File: config.mk
export PLATFORM = sky130hd
export DESIGN_NAME = cdc_stream_reader
export DESIGN_NICKNAME = d
export VERILOG_FILES = /design/src/rtl/cdc_fifo_pkg.sv /design/src/rtl/stream_skid_buffer.sv /design/src/rtl/cdc_stream_reader.sv
export SDC_FILE = /design/constraint.sdc
export NUM_CORES = 1
export LEC_CHECK = 0
export ABC_CLOCK_PERIOD_IN_PS = 3650
export BUFFER_PORTS_ARGS = -buffer_cell sky130_fd_sc_hd__buf_2
export CORE_MARGIN = 10
export CORE_UTILIZATION = 50
export CTS_CLUSTER_SIZE = 24
export DETAILED_ROUTE_END_ITERATION = 16
export GPL_ROUTABILITY_DRIVEN = 0
export MAX_ROUTING_LAYER = met4
export PLACE_DENSITY = 0.84
export SLEW_MARGIN = 20
export SYNTH_ARGS = -nofsm -noshare
export SYNTH_HDL_FRONTEND = slang
export SYNTH_SLANG_ARGS = --single-unit
File: constraint.sdc
create_clock -name read_clk -period 3.65 [get_ports read_clk]
set_input_delay 0.5475 -clock read_clk [delete_from_list [all_inputs] [get_ports read_clk]]
set_output_delay 0.5475 -clock read_clk [all_outputs]
set_load 0.02 [all_outputs]
File: src/rtl/cdc_fifo_pkg.sv
// Shared types and helpers for the 32-entry, 16-bit CDC ring buffer and its reader.
package cdc_fifo_pkg;

   localparam int unsigned DEPTH = 32;

   typedef logic [$clog2(DEPTH)-1:0] address_t;
   typedef logic [15:0]              data_t;

   typedef enum logic [1:0] {
      StEmpty = 2'd0,
      StOne   = 2'd1,
      StTwo   = 2'd2
   } skid_state_t;

   // Pointer distance; the address width makes the subtraction wrap mod DEPTH.
   function automatic address_t ptr_delta(input address_t a, input address_t b);
      return a - b;
   endfunction

endpackage

File: src/rtl/stream_skid_buffer.sv
// Two-entry output buffer: head drives the stream, skid catches a return while the head stalls.
module stream_skid_buffer
   import cdc_fifo_pkg::*;
#(
   parameter type T = data_t
) (
   input  logic       i_clk,
   input  logic       i_reset,
   input  logic       i_flush,
   input  logic       i_push,
   input  T           i_push_data,
   input  logic       i_pop,
   output T           o_head_data,
   output logic       o_head_valid,
   output logic [1:0] o_occupancy
);

   skid_state_t r_state, w_state_n;
   T            r_head, w_head_n;
   T            r_skid, w_skid_n;

   always_comb begin
      w_state_n = r_state;
      w_head_n  = r_head;
      w_skid_n  = r_skid;
      if (i_flush) begin
         w_state_n = StEmpty;
      end else begin
         unique case (r_state)
            StEmpty: begin
               if (i_push) begin
                  w_head_n  = i_push_data;
                  w_state_n = StOne;
               end
            end
            StOne: begin
               if (i_push && i_pop) begin
                  w_head_n = i_push_data;
               end else if (i_push) begin
                  w_skid_n  = i_push_data;
                  w_state_n = StTwo;
               end else if (i_pop) begin
                  w_state_n = StEmpty;
               end
            end
            StTwo: begin
               if (i_pop) begin
                  w_head_n = r_skid;
                  if (i_push) begin
                     w_skid_n = i_push_data;
                  end else begin
                     w_state_n = StOne;
                  end
               end
            end
            default: w_state_n = StEmpty;
         endcase
      end
   end

   always_ff @(posedge i_clk) begin
      if (i_reset) begin
         r_state <= StEmpty;
         r_head  <= '0;
         r_skid  <= '0;
      end else begin
         r_state <= w_state_n;
         r_head  <= w_head_n;
         r_skid  <= w_skid_n;
      end
   end

   assign o_head_data  = r_head;
   assign o_head_valid = (r_state != StEmpty);
   assign o_occupancy  = 2'(r_state);

endmodule

File: src/rtl/cdc_stream_reader.sv
// Read-side consumer of the CDC ring buffer: turns producer pointer motion into an in-order
// valid/ready word stream, flushing and counting on producer overrun.
module cdc_stream_reader
   import cdc_fifo_pkg::*;
#(
   parameter int unsigned OVERRUN_LIMIT = 28
) (
   input  logic        read_clk,
   input  logic        read_reset,
   input  logic [4:0]  wr_ptr,
   output logic [4:0]  mem_address,
   input  logic [15:0] mem_data,
   output logic [15:0] out_data,
   output logic        out_valid,
   input  logic        out_ready,
   output logic        overrun,
   input  logic        clear_overrun,
   output logic [7:0]  overrun_count
);

   address_t   r_rd_ptr;
   address_t   r_wr_ptr_q;
   logic [5:0] r_pending;
   logic       r_inflight;
   logic       r_overrun;
   logic [7:0] r_overrun_count;

   address_t   w_delta;
   logic [6:0] w_avail;
   logic       w_overrun_evt;
   logic       w_pop;
   logic       w_push;
   logic       w_issue;
   logic [1:0] w_occ;
   logic [2:0] w_slots;
   data_t      w_head;
   logic       w_head_valid;

   assign w_delta       = ptr_delta(wr_ptr, r_wr_ptr_q);
   assign w_avail       = {1'b0, r_pending} + {2'b00, w_delta};
   assign w_overrun_evt = (w_avail > 7'(OVERRUN_LIMIT));
   assign w_pop         = w_head_valid & out_ready;
   // A slot freed by this cycle's pop can be refilled by the next return: keeps 1 word/cycle.
   assign w_slots       = {1'b0, w_occ} + {2'b00, r_inflight} - {2'b00, w_pop};
   assign w_issue       = (w_avail != 7'd0) && (w_slots < 3'd2) && !w_overrun_evt;
   assign w_push        = r_inflight & ~w_overrun_evt;

   stream_skid_buffer #(
      .T(data_t)
   ) u_skid (
      .i_clk        (read_clk),
      .i_reset      (read_reset),
      .i_flush      (w_overrun_evt),
      .i_push       (w_push),
      .i_push_data  (mem_data),
      .i_pop        (w_pop),
      .o_head_data  (w_head),
      .o_head_valid (w_head_valid),
      .o_occupancy  (w_occ)
   );

   always_ff @(posedge read_clk) begin
      if (read_reset) begin
         // Align to the producer so a free-running writer is neither replayed nor counted.
         r_rd_ptr        <= wr_ptr;
         r_wr_ptr_q      <= wr_ptr;
         r_pending       <= '0;
         r_inflight      <= 1'b0;
         r_overrun       <= 1'b0;
         r_overrun_count <= '0;
      end else begin
         r_wr_ptr_q <= wr_ptr;
         if (w_overrun_evt) begin
            r_rd_ptr   <= wr_ptr;
            r_pending  <= '0;
            r_inflight <= 1'b0;
            r_overrun  <= 1'b1;
            if (r_overrun_count != 8'hFF) begin
               r_overrun_count <= r_overrun_count + 8'd1;
            end
         end else begin
            r_rd_ptr   <= r_rd_ptr + {4'd0, w_issue};
            r_pending  <= w_avail[5:0] - {5'd0, w_issue};
            r_inflight <= w_issue;
            if (clear_overrun) begin
               r_overrun <= 1'b0;
            end
         end
      end
   end

   assign mem_address   = r_rd_ptr;
   assign out_data      = w_head;
   assign out_valid     = w_head_valid;
   assign overrun       = r_overrun;
   assign overrun_count = r_overrun_count;

endmodule

# Yosys cells after proc, flatten, opt, wreduce, memory -nomap -nowiden
# Cells that the tools add are included.
# op_classes
n_eq_ne,9
add_sub_neg,7
bitwise,3
order_cmp,2
reduce_logical,15
n_mux,19
# op_table
operator,count
$mux 16,6
$pmux 16 s3,1
$pmux 16 s2,1
$mux 2,6
$mux 5,2
$reduce_and 5->1,2
$add 8x1->8 const B,1
$ne 8x8->1 const B,1
$add 6x5->7,1
$gt 7x5->1 const B,1
$reduce_bool 7->1,1
$ne 2x1->1 const B,3
$pmux 2 s3,1
$reduce_bool 2->1,3
$sub 6x1->6,1
$add 5x1->5,1
$sub 5x5->5,1
$ne 2x2->1 const B,2
$reduce_and 4->1,1
$add 2x1->3,1
$logic_and 1x1->1,3
$lt 3x2->1 const B,1
$ne 3x1->1 const B,1
$reduce_bool 3->1,1
other kinds (10),12
# totals
ff_bits,60
in_bits,25
output_inout_bits,31

# Longest topological paths before layout
# Gate-level depths: netlist of run 1.
# depth
word_depth,9
ltp_mapped,19
mapped_depth_nobuf,19

# Cells and area by module
# From an unflattened synthesis of run 1, not the netlist that was laid out.
# hier_totals
cells_unflattened,335
hier_area_um2,3148.0
# modules_own_cells
module,cells_per_inst,area_per_inst_um2,n_inst
stream_skid_buffer,170,1579.0,1
cdc_stream_reader,165,1569.0,1

# Worst setup path after synthesis of run 1
# No wires, ideal clock.
# synth_timing
path_type,input -> register
start,input wr_ptr[0]
end,"register r_rd_ptr[4], in the netlist mem_address[4]"
path_buffers,0
setup_ps,121
t_required_ps,3529
path_slack_ps,-86
path_stages,18
t_arrival_ps,3615
path_cell_list,inv_1 ha_1 fa_1 inv_1 a21o_1 a21oi_1 xnor2_1 ha_1 a21oi_1 nor2_1 nor4_4 nand2_1 nor2_1 ha_1 ha_1 nand3_1 xnor2_1 mux2_2
# synth_between
elab_chain_len,8
word_cells_on_any_way,10
classes_between,3 x add/sub; 1 x order compare; 2 x mux; 4 x reduce/logical
# synth_lines
element,line_no,rtl
from (decl),cdc_stream_reader.sv:10,"input logic [4:0] wr_ptr,"
$sub 5x5->5 *,cdc_fifo_pkg.sv:17,return a - b;
$add 6x5->7 *,cdc_stream_reader.sv:40,"assign w_avail = {1'b0, r_pending} + {2'b00, w_delta};"
$gt 7x5->1 / $reduce_bool 7->1 (equally long branches),"cdc_stream_reader.sv:41, cdc_stream_reader.sv:45",
$logic_not 1->1 / $logic_and 1x1->1 (equally long branches),cdc_stream_reader.sv:45,assign w_issue = (w_avail != 7'd0) && (w_slots < 3'd2) && !w_overrun_evt;
$logic_and 1x1->1 *,cdc_stream_reader.sv:45,
via w_issue,cdc_stream_reader.sv:33,logic w_issue;
$add 5x1->5 *,cdc_stream_reader.sv:82,"r_rd_ptr <= r_rd_ptr + {4'd0, w_issue};"
$mux 5 *,cdc_stream_reader.sv:73,if (w_overrun_evt) begin
$mux 5 *,cdc_stream_reader.sv:63,if (read_reset) begin
to (signal assigned),cdc_stream_reader.sv:65,r_rd_ptr <= wr_ptr;
to (signal assigned),cdc_stream_reader.sv:74,r_rd_ptr <= wr_ptr;
to (signal assigned),cdc_stream_reader.sv:82,
to (decl),cdc_stream_reader.sv:21,address_t r_rd_ptr;
# The timed path passes the listed nets; every way through them passes the cells marked *.
# A chain may end at the register's enable or synchronous reset.

# Final worst setup path of run 1
# Ends and elaborated chain as after synthesis.

==> impl_metrics.tcl, run 1 <==
set metrics [dict create \
    synth_area_leaders "dfxtp_1 (40%), mux2i_1 (11%), mux2_2 (7.8%)" \
    synthCells 308 \
    layout_commonest_cell "dfxtp_1" \
    dieArea_sq_um 9530 \
    worst_slack_ps 204 \
    rsz0062_at_grt "true" \
    cpLargestDelayFamily "adder cells" \
    path_clk_slew_ps 70 \
    min_from "wr_ptr[4]" \
    wl_um 6550 \
    avgSynthCellArea_sq_um 9.78 \
    cts_max_level 3 \
    place_ws_ps -187 \
    detail-route-antenna-nets 0 \
    worstMarginPinSlew_ps 779 \
    final_cells 464 \
    power_density_nw_per_um2 844 \
    layout_worst_path_cycle_share_pct 94.4 \
    clockBufferDepth 2 \
    ys_types 46 \
    dp.cells 448 \
    regArea_sq_um 1200 \
    synth-edff-count 0 \
    multi_input_area_sq_um 1760 \
    cp-startpoint "wr_ptr[0]" \
    hold_path.class "input port to flip-flop" \
    crit_path_start_kind "input port" \
    crit_buf_inv 3 \
    cts_tree "built" \
    crit_required_ps 3880 \
    vdd_ir_drop_max_v 0.000502 \
    end_kind "flip-flop" \
    synth_largest_area_cell "dfxtp_1" \
    r2r-start "r_wr_ptr_q[0]" \
    syn_nets 353 \
    yosys_warnings 0 \
    grt_pass1_wl_um 11200 \
    worstPathCellList "buf_2 -> inv_1 -> ha_2 -> fa_2 -> inv_1 -> a21o_1 -> a21oi_1 -> xnor2_1 -> ha_1 -> o211ai_1 -> o211a_1 -> nor4_4 -> nand2_2 -> nor2_2 -> ha_2 -> ha_4 -> nand3_2 -> xnor2_1 -> mux2_2" \
    final_area_sq_um 3800 \
    clk_latency_ps 340 \
    root_buffer "clkbuf_8" \
    track_usage_pct 14.2 \
    cpPeakStageDelay_ps 400 \
    cts-buffers-inserted 9 \
    placed_area_sq_um 3560 \
    port_buffers 55 \
    yosysSeqAreaShare_pct 39.9 \
    synth-seq-cells 60 \
    fmax_mhz 290 \
    viasPerCell 5.17 \
    ys.flop_type "dfxtp_1" \
    hpwl_um 4970 \
    holdWs_ps 344 \
    die_w_um 97.6 \
    drv_cap 0 \
    core-area_sq_um 5890 \
    cp_slowest_cell "fa_2" \
    finalHoldViolations 0 \
    min_period_ps 3450 \
    drv_slew 0 \
    drive_above_1_share_pct 34.4 \
    layout.nets 429 \
    fillCellCount 490 \
    yosysTopAreaCellShare_pct 39.9 \
    antenna_found_initial 0 \
    drc 0 \
    setup_violations 0 \
    status "finished clean" \
    routedWlPerCell_um 14.1 \
    final_cell_mix "dfxtp_1 (60), buf_2 (55), nor2_1 (45), mux2i_1 (32), mux2_2 (21)" \
    async_flop_share_pct 0 \
    top_level_ports 56 \
    overflow 0 \
    initial_core_util_pct 51.2 \
    grt_pass1_vias 2498 \
    grt_max_degree 45 \
    leakage_nw 1.89 \
    cp.arrival_ps 3680 \
    drtIter0Drc 77 \
    dr_total_vias 2401 \
    critPathKind "input port to flip-flop" \
    syn_to_final_growth_pct 26.3 \
    skew_ps 9.38 \
    syn-cell-area_sq_um 3010 \
    diodes 0 \
    clock_sinks 60 \
    die_y_um 97.6 \
    relSlewSlack_pct 48.1 \
    row_count 28 \
    cp_max_fo 2 \
    final_util_pct 64.6 \
    drt_pass1_iterations 4 \
]
## state kept, by name, indices dropped and copies added (netlist names)
| register | count |
|---|---|
| r_inflight | 1 |
| overrun | 1 |
| r_pending | 6 |
| overrun_count | 8 |
| u_skid.o_head_data | 16 |
| mem_address | 5 |
| u_skid.r_skid | 16 |
| u_skid.o_occupancy | 2 |
| r_wr_ptr_q | 5 |
## cell usage after synthesis, types with 2 or more instances
| cell type | n |
|---|---|
| dfxtp_1 | 60 |
| xor2_1 | 2 |
| or2_2 | 2 |
| buf_2 | 3 |
| xnor2_1 | 12 |
| nor2b_1 | 4 |
| o21ai_0 | 6 |
| inv_1 | 15 |
| nor2_1 | 46 |
| fa_1 | 3 |
| and2_1 | 3 |
| ha_1 | 17 |
| nand2_1 | 8 |
| nor3_1 | 3 |
| nand2b_1 | 3 |
| mux2_2 | 21 |
| clkbuf_1 | 7 |
| nand3_1 | 10 |
| a21o_1 | 5 |
| a21oi_1 | 17 |
| or4_1 | 2 |
| and3_1 | 4 |
| mux2i_1 | 32 |
## per-stage QoR
stage	TNS [ps]	total power (W)
6_report	0	0.00321
5_1_grt	-17.9	0.00344
4_1_cts	0	0.00322
3_5_place_dp	-1560	0.00252
3_3_place_gp	-217	0.00248
2_1_floorplan	0	0.00197
## area by class of cell
class                           instances  area share, %
Sequential cell                        60           31.6
Clock buffer                           13           4.18
Multi-Input combinational cell        221           46.3
Timing Repair Buffer                   77           12.2
Tap cell                               75           2.47
Clock inverter                          3           1.81
Inverter                               15           1.48
## logic make-up (layout without fill, tap and decap cells)
kind of cell | Yosys count | count (layout) | synth area share (%)
DFF | 60 | 60 | 39.9
xor gates and xnor gates | 14 | 14 | 4.07
adders and majority gates | 20 | 20 | 9.05
muxes | 53 | 53 | 18.5
AOI/OAI and AO/OA | 40 | 40 | 9.10
buffers and inverters | 27 | 108 | 3.74
and+or+nand+nor | 94 | 94 | 15.7
## worst register-to-register path, stage by stage (launching register included)
cell and delay, ps:
dfxtp_1 300, ha_2 190, fa_2 400, inv_1 70
a21o_1 100, a21oi_1 70, xnor2_1 150, ha_1 310
o211ai_1 110, o211a_1 260, nor4_4 290, nand2_2 100
nor2_2 130, ha_2 220, ha_4 140, nand3_2 70
xnor2_1 130, mux2_2 250
## metal layers
layer | track usage [%] | vias to the layer above | wire [um]
li1 | - | 1220 | -
met1 | 15.5 | 1102 | 2840
met2 | 23.4 | 70 | 3220
met3 | 5.26 | 9 | 404
met4 | 5.03 | 0 | 79
met5 | - | - | 0
## power by group
part           switching (W)  total, W  leakage, nW  internal (W)
combinational       0.000830   0.00161         1.28      0.000780
sequential          0.000108  0.000916        0.491      0.000808
clock               0.000261  0.000685        0.114      0.000424
total                0.00120   0.00321         1.89       0.00201
## what timing repair did
action | in CTS | in global routing
setup endpoints to repair | 0 | 4
hold buffers | 0 | 0
resized for setup | 0 | 5
buffers inserted | 0 | 0
## final timing paths
check	end	slack, ps	cells after the start
hold reg to reg	overrun	480	2
setup reg to reg	mem_address[4]	220	17
hold / removal	r_wr_ptr_q[4]	340	1
setup / recovery	mem_address[4]	200	19
No activity file was read; power rests on OpenSTA's default activity.
==> run 2, diff against run 1 <==
--- a/config.mk
+++ b/config.mk
@@ -14,5 +14,5 @@
 export GPL_ROUTABILITY_DRIVEN = 0
 export MAX_ROUTING_LAYER = met4
-export PLACE_DENSITY = 0.84
+export PLACE_DENSITY = 0.76
 export SLEW_MARGIN = 20
 export SYNTH_ARGS = -nofsm -noshare
==> constraint.sdc (replaced) <==
create_clock -name read_clk -period 3.65 [get_ports read_clk]
set_input_delay 0.5475 -clock read_clk [delete_from_list [all_inputs] [get_ports read_clk]]
set_output_delay 0.5475 -clock read_clk [all_outputs]
set_load 0.05 [all_outputs]
==> run 2 against run 1 <==
Net effect: final cell count increased by 0.22%; non-clock buffer count rose by 1; clock skew increased by 1.4 ps; flip-flop and latch count stayed put; via count grew 1.3%; wire length increased by 4.2%; maximum frequency down 1.1%; combinational power is 16% higher; final area decreased by 0.43%; power grew 3.5%; count of clock-buffer cells in the layout decreased by 2; utilization down 0.28 points; largest cell class unchanged.
==> impl_metrics.tcl, run 2 (synthesis results as in run 1) <==
set metrics [dict create \
    status "finished clean" \
    root_buffer "clkbuf_8" \
    die_y_um 97.6 \
    diodes 0 \
    dr_total_vias 2432 \
    worst_slack_ps 164 \
    cp_common_cell "ha_4" \
    worstPathCellList "buf_2 -> inv_6 -> ha_4 -> fa_2 -> inv_1 -> ha_1 -> a211o_1 -> a21o_1 -> and2_1 -> o311ai_1 -> nor2_2 -> ha_2 -> ha_4 -> nand3_2 -> xnor2_1 -> mux2_4" \
    cp.arrival_ps 3730 \
    power_density_nw_per_um2 877 \
    cp_max_fo 3 \
    placed_area_sq_um 3600 \
    drive_above_1_share_pct 34.9 \
    setup_violations 0 \
    antenna_found_initial 0 \
    drc 0 \
    fin_setup_tns_ps 0 \
    final_area_sq_um 3790 \
    drv_slew 0 \
    port_buffers 55 \
    crit_path_start_kind "input port" \
    hold_path.class "input port to flip-flop" \
    layout.nets 430 \
    clock_sinks 60 \
    leakage_nw 1.87 \
    row_count 28 \
    wl_um 6830 \
    crit_required_ps 3900 \
    end_kind "flip-flop" \
    critPathKind "input port to flip-flop" \
    top_level_ports 56 \
    layout_commonest_cell "dfxtp_1" \
    core-area_sq_um 5890 \
    detail-route-antenna-nets 0 \
    syn_to_final_growth_pct 25.7 \
    worstMarginPinSlew_ps 762 \
    die_w_um 97.6 \
    drtIter0Drc 99 \
    clk_latency_ps 350 \
    finalHoldViolations 0 \
    viasPerCell 5.23 \
    routedWlPerCell_um 14.7 \
    cp_slowest_cell "fa_2" \
    layout_worst_path_cycle_share_pct 95.5 \
    drv_cap 0 \
    cts_max_level 3 \
    fmax_mhz 287 \
    clockBufferDepth 2 \
    drt_pass1_iterations 5 \
    hpwl_um 5170 \
    initial_core_util_pct 51.2 \
    final_cell_mix "dfxtp_1 (60), buf_2 (55), nor2_1 (45), mux2i_1 (32), buf_4 (21)" \
    vdd_ir_drop_max_v 0.000512 \
    track_usage_pct 14.7 \
    grt_max_degree 45 \
    final_util_pct 64.4 \
    path_clk_slew_ps 70 \
    relSlewSlack_pct 49.2 \
    place_ws_ps -207 \
    grt_pass1_wl_um 11300 \
    overflow 0 \
    skew_ps 10.8 \
    grt_pass1_vias 2512 \
    dieArea_sq_um 9530 \
    rsz0062_at_grt "false" \
    cpPeakStageDelay_ps 550 \
    min_period_ps 3490 \
    cts-buffers-inserted 9 \
    cts_tree "built" \
]
run 2: area by class of cell:
cell class	instances	area (sq um)
clock buffer	11	141
clock inverter	5	36.3
fill	500	2100
inverter	15	61.3
multi-input combinational	221	1780
sequential	60	1200
tap	75	93.8
timing repair buffer	78	473
run 2: final timing paths:
check	start	end	slack [ps]	cells past startpoint
worst max-delay path	wr_ptr[0]	mem_address[4]	160	16
worst min register to register	u_skid.o_head_data[11]	u_skid.o_head_data[11]	490	2
worst max register to register	r_wr_ptr_q[0]	mem_address[4]	180	14
worst min-delay path	wr_ptr[3]	r_wr_ptr_q[3]	320	1
run 2: repair_timing:
item | in CTS | in global routing
hold endpoints to repair | 0 | 0
setup buffers | 0 | 0
hold buffers | 0 | 0
setup endpoints to repair | 0 | 2
resized for setup | 0 | 2
run 2: power breakdown:
part	leakage, nW	internal [W]	switching [W]
logic	1.30	0.000781	0.00108
clock network	0.0820	0.000266	0.000281
registers	0.491	0.000807	0.000106
run 2: critical path, delay by kind of cell:
kind                     cells  cell delay [ps]
adder cells (fa/ha/maj)      5             1370
AO/OA/AOI/OAI                3              900
buffers and inverters        3              240
multiplexers                 1              260
AND/OR/NAND/NOR              3              350
XOR/XNOR                     1               70
run 2: per-stage QoR:
| step | total power [W] | instances | hold slack, ps |
|---|---|---|---|
| after floorplan | 0.00223 | 308 | 459 |
| after global placement | 0.00275 | 449 | 456 |
| after detailed placement | 0.00279 | 449 | 480 |
| after CTS | 0.00335 | 465 | 311 |
| after global routing | 0.00356 | 465 | 324 |
| final | 0.00332 | 465 | 324 |
run 2: per-layer routing:
metal | GRT usage (%) | vias up | wire (um)
met4 | 6.38 | 0 | 123
li1 | - | 1227 | -
met3 | 5.05 | 12 | 362
met2 | 24.1 | 52 | 3330
met1 | 15.6 | 1141 | 3010
met5 | - | - | 0
==> run 3, diff against run 2 <==
Settings changed: CELL_PAD_IN_SITES_DETAIL_PLACEMENT from default to 1, CELL_PAD_IN_SITES_GLOBAL_PLACEMENT from default to 1, CORE_UTILIZATION 50 to 38, PLACE_DENSITY 0.76 to default, PLACE_DENSITY_LB_ADDON from default to 0.1.
==> run 3 against run 2 <==
Net effect: highest routed layer unchanged; wire length up 11%; combinational power up 4%; critical endpoint is now r_pending[4]; count of clock-buffer cells in the layout unchanged; non-clock buffer count up 3; utilization down 14 points; register-to-register slack better by 50 ps; setup slack better by 18 ps; hold slack better by 20 ps.
==> impl_metrics.tcl, run 3 (synthesis results as in run 1) <==
set metrics [dict create \
    status "finished clean" \
    power_density_nw_per_um2 876 \
    dr_total_vias 2475 \
    routedWlPerCell_um 15.4 \
    layout.nets 433 \
    fillCellCount 911 \
    regArea_sq_um 1200 \
    die_w_um 109 \
    top_level_ports 56 \
    diodes 0 \
    detail-route-antenna-nets 0 \
    hpwl_um 5790 \
    drt_pass1_iterations 4 \
    setup_violations 0 \
    row_count 32 \
    layout_commonest_cell "dfxtp_1" \
    grt_max_degree 45 \
    multi_input_area_sq_um 1790 \
    antenna_found_initial 0 \
    end_kind "flip-flop" \
    dieArea_sq_um 11900 \
    track_usage_pct 13.8 \
    final_util_pct 49.9 \
    min_period_ps 3470 \
    final_cell_mix "dfxtp_1 (60), buf_2 (55), nor2_1 (45), mux2i_1 (32), buf_4 (23)" \
    path_clk_slew_ps 80 \
    fmax_mhz 288 \
    root_buffer "clkbuf_8" \
    drive_above_1_share_pct 36.0 \
    relSlewSlack_pct 47.7 \
    overflow 0 \
    p_total_w 0.00338 \
    hold_path.class "input port to flip-flop" \
    core-area_sq_um 7730 \
    met1_length_um 3360 \
    port_buffers 55 \
    worstMarginPinSlew_ps 783 \
    critPathKind "input port to flip-flop" \
    grt_pass1_wl_um 12700 \
    finalHoldViolations 0 \
    leakage_nw 1.90 \
    vdd_ir_drop_max_v 0.000313 \
    die_y_um 109 \
    cts-buffers-inserted 9 \
    hold_buffers 0 \
    drc 0 \
    cts_tree "built" \
    initial_core_util_pct 39.0 \
    syn_to_final_growth_pct 28.0 \
    drv_cap 0 \
    dr_wl_met2_um 3830 \
    clockBufferDepth 2 \
    skew_ps 12.2 \
    wl_met3_um 270 \
    post_cts.repair.setup_buffers 0 \
    cts_resized 0 \
    crit_required_ps 3870 \
    grt_pass1_vias 2661 \
    cp_max_fo 3 \
    wl_um 7590 \
    viasPerCell 5.01 \
    drtIter0Drc 71 \
    layout_worst_path_cycle_share_pct 95.0 \
    clk_latency_ps 330 \
    cp.arrival_ps 3690 \
    crit_path_start_kind "input port" \
    drv_slew 0 \
    fin_setup_tns_ps 0 \
    maxUsedRoutingLayer "met4" \
    rsz0062_at_grt "false" \
    cts_max_level 3 \
    clock_sinks 60 \
]
==> run 3: where the power goes <==
part / total (W) / internal [W] / switching (W)
Combinational: 0.00194 / 0.000812 / 0.00112
Sequential: 0.000915 / 0.000807 / 0.000108
Clock: 0.000527 / 0.000260 / 0.000266
==> run 3: worst max-delay path, stage by stage <==
cell	delay, ps
buf_2	130
inv_6	40
ha_4	150
fa_2	550
inv_1	70
ha_1	290
a211o_1	320
a21o_1	170
and2_1	170
o311ai_2	400
nor2_4	90
ha_1	230
ha_1	210
nand2_1	80
nor2_1	50
xnor2_1	140
nor2_1	50
==> run 3: metrics by stage <==
| step | worst slack [ps] | instance area (sq um) | cells | hold slack [ps] |
|---|---|---|---|---|
| 3_3_place_gp | -145 | 3660 | 479 | 458 |
| 3_5_place_dp | -290 | 3660 | 479 | 482 |
| 6_report | 183 | 3860 | 494 | 344 |
| 4_1_cts | 70.9 | 3830 | 494 | 329 |
| 5_1_grt | 5.27 | 3860 | 494 | 334 |
| 2_1_floorplan | 2.13 | 3090 | 308 | 459 |
==> run 3: layout make-up <==
cell class	count	share of cell area [%]
clock buffers	11	3.67
clock inverters	4	0.681
inverters	15	1.59
multi-input cells	221	46.4
flip-flops and latches	60	31.1
well taps	102	3.31
repair buffers	81	13.2
==> run 3: worst paths after layout <==
| path | startpoint | end | slack, ps | depth (start not counted) |
|---|---|---|---|---|
| worst min-delay path | wr_ptr[3] | r_wr_ptr_q[3] | 340 | 1 |
| worst max-delay path | wr_ptr[0] | r_pending[4] | 180 | 17 |
| worst max register to register | r_wr_ptr_q[0] | r_pending[4] | 230 | 15 |
| worst min register to register | overrun | overrun | 490 | 2 |
==> run 3: metal layers <==
layer	vias up	track usage (%)
li1	1226	-
met1	1198	15.5
met2	39	23.4
met3	12	2.83
met4	0	5.93
met5	-	-
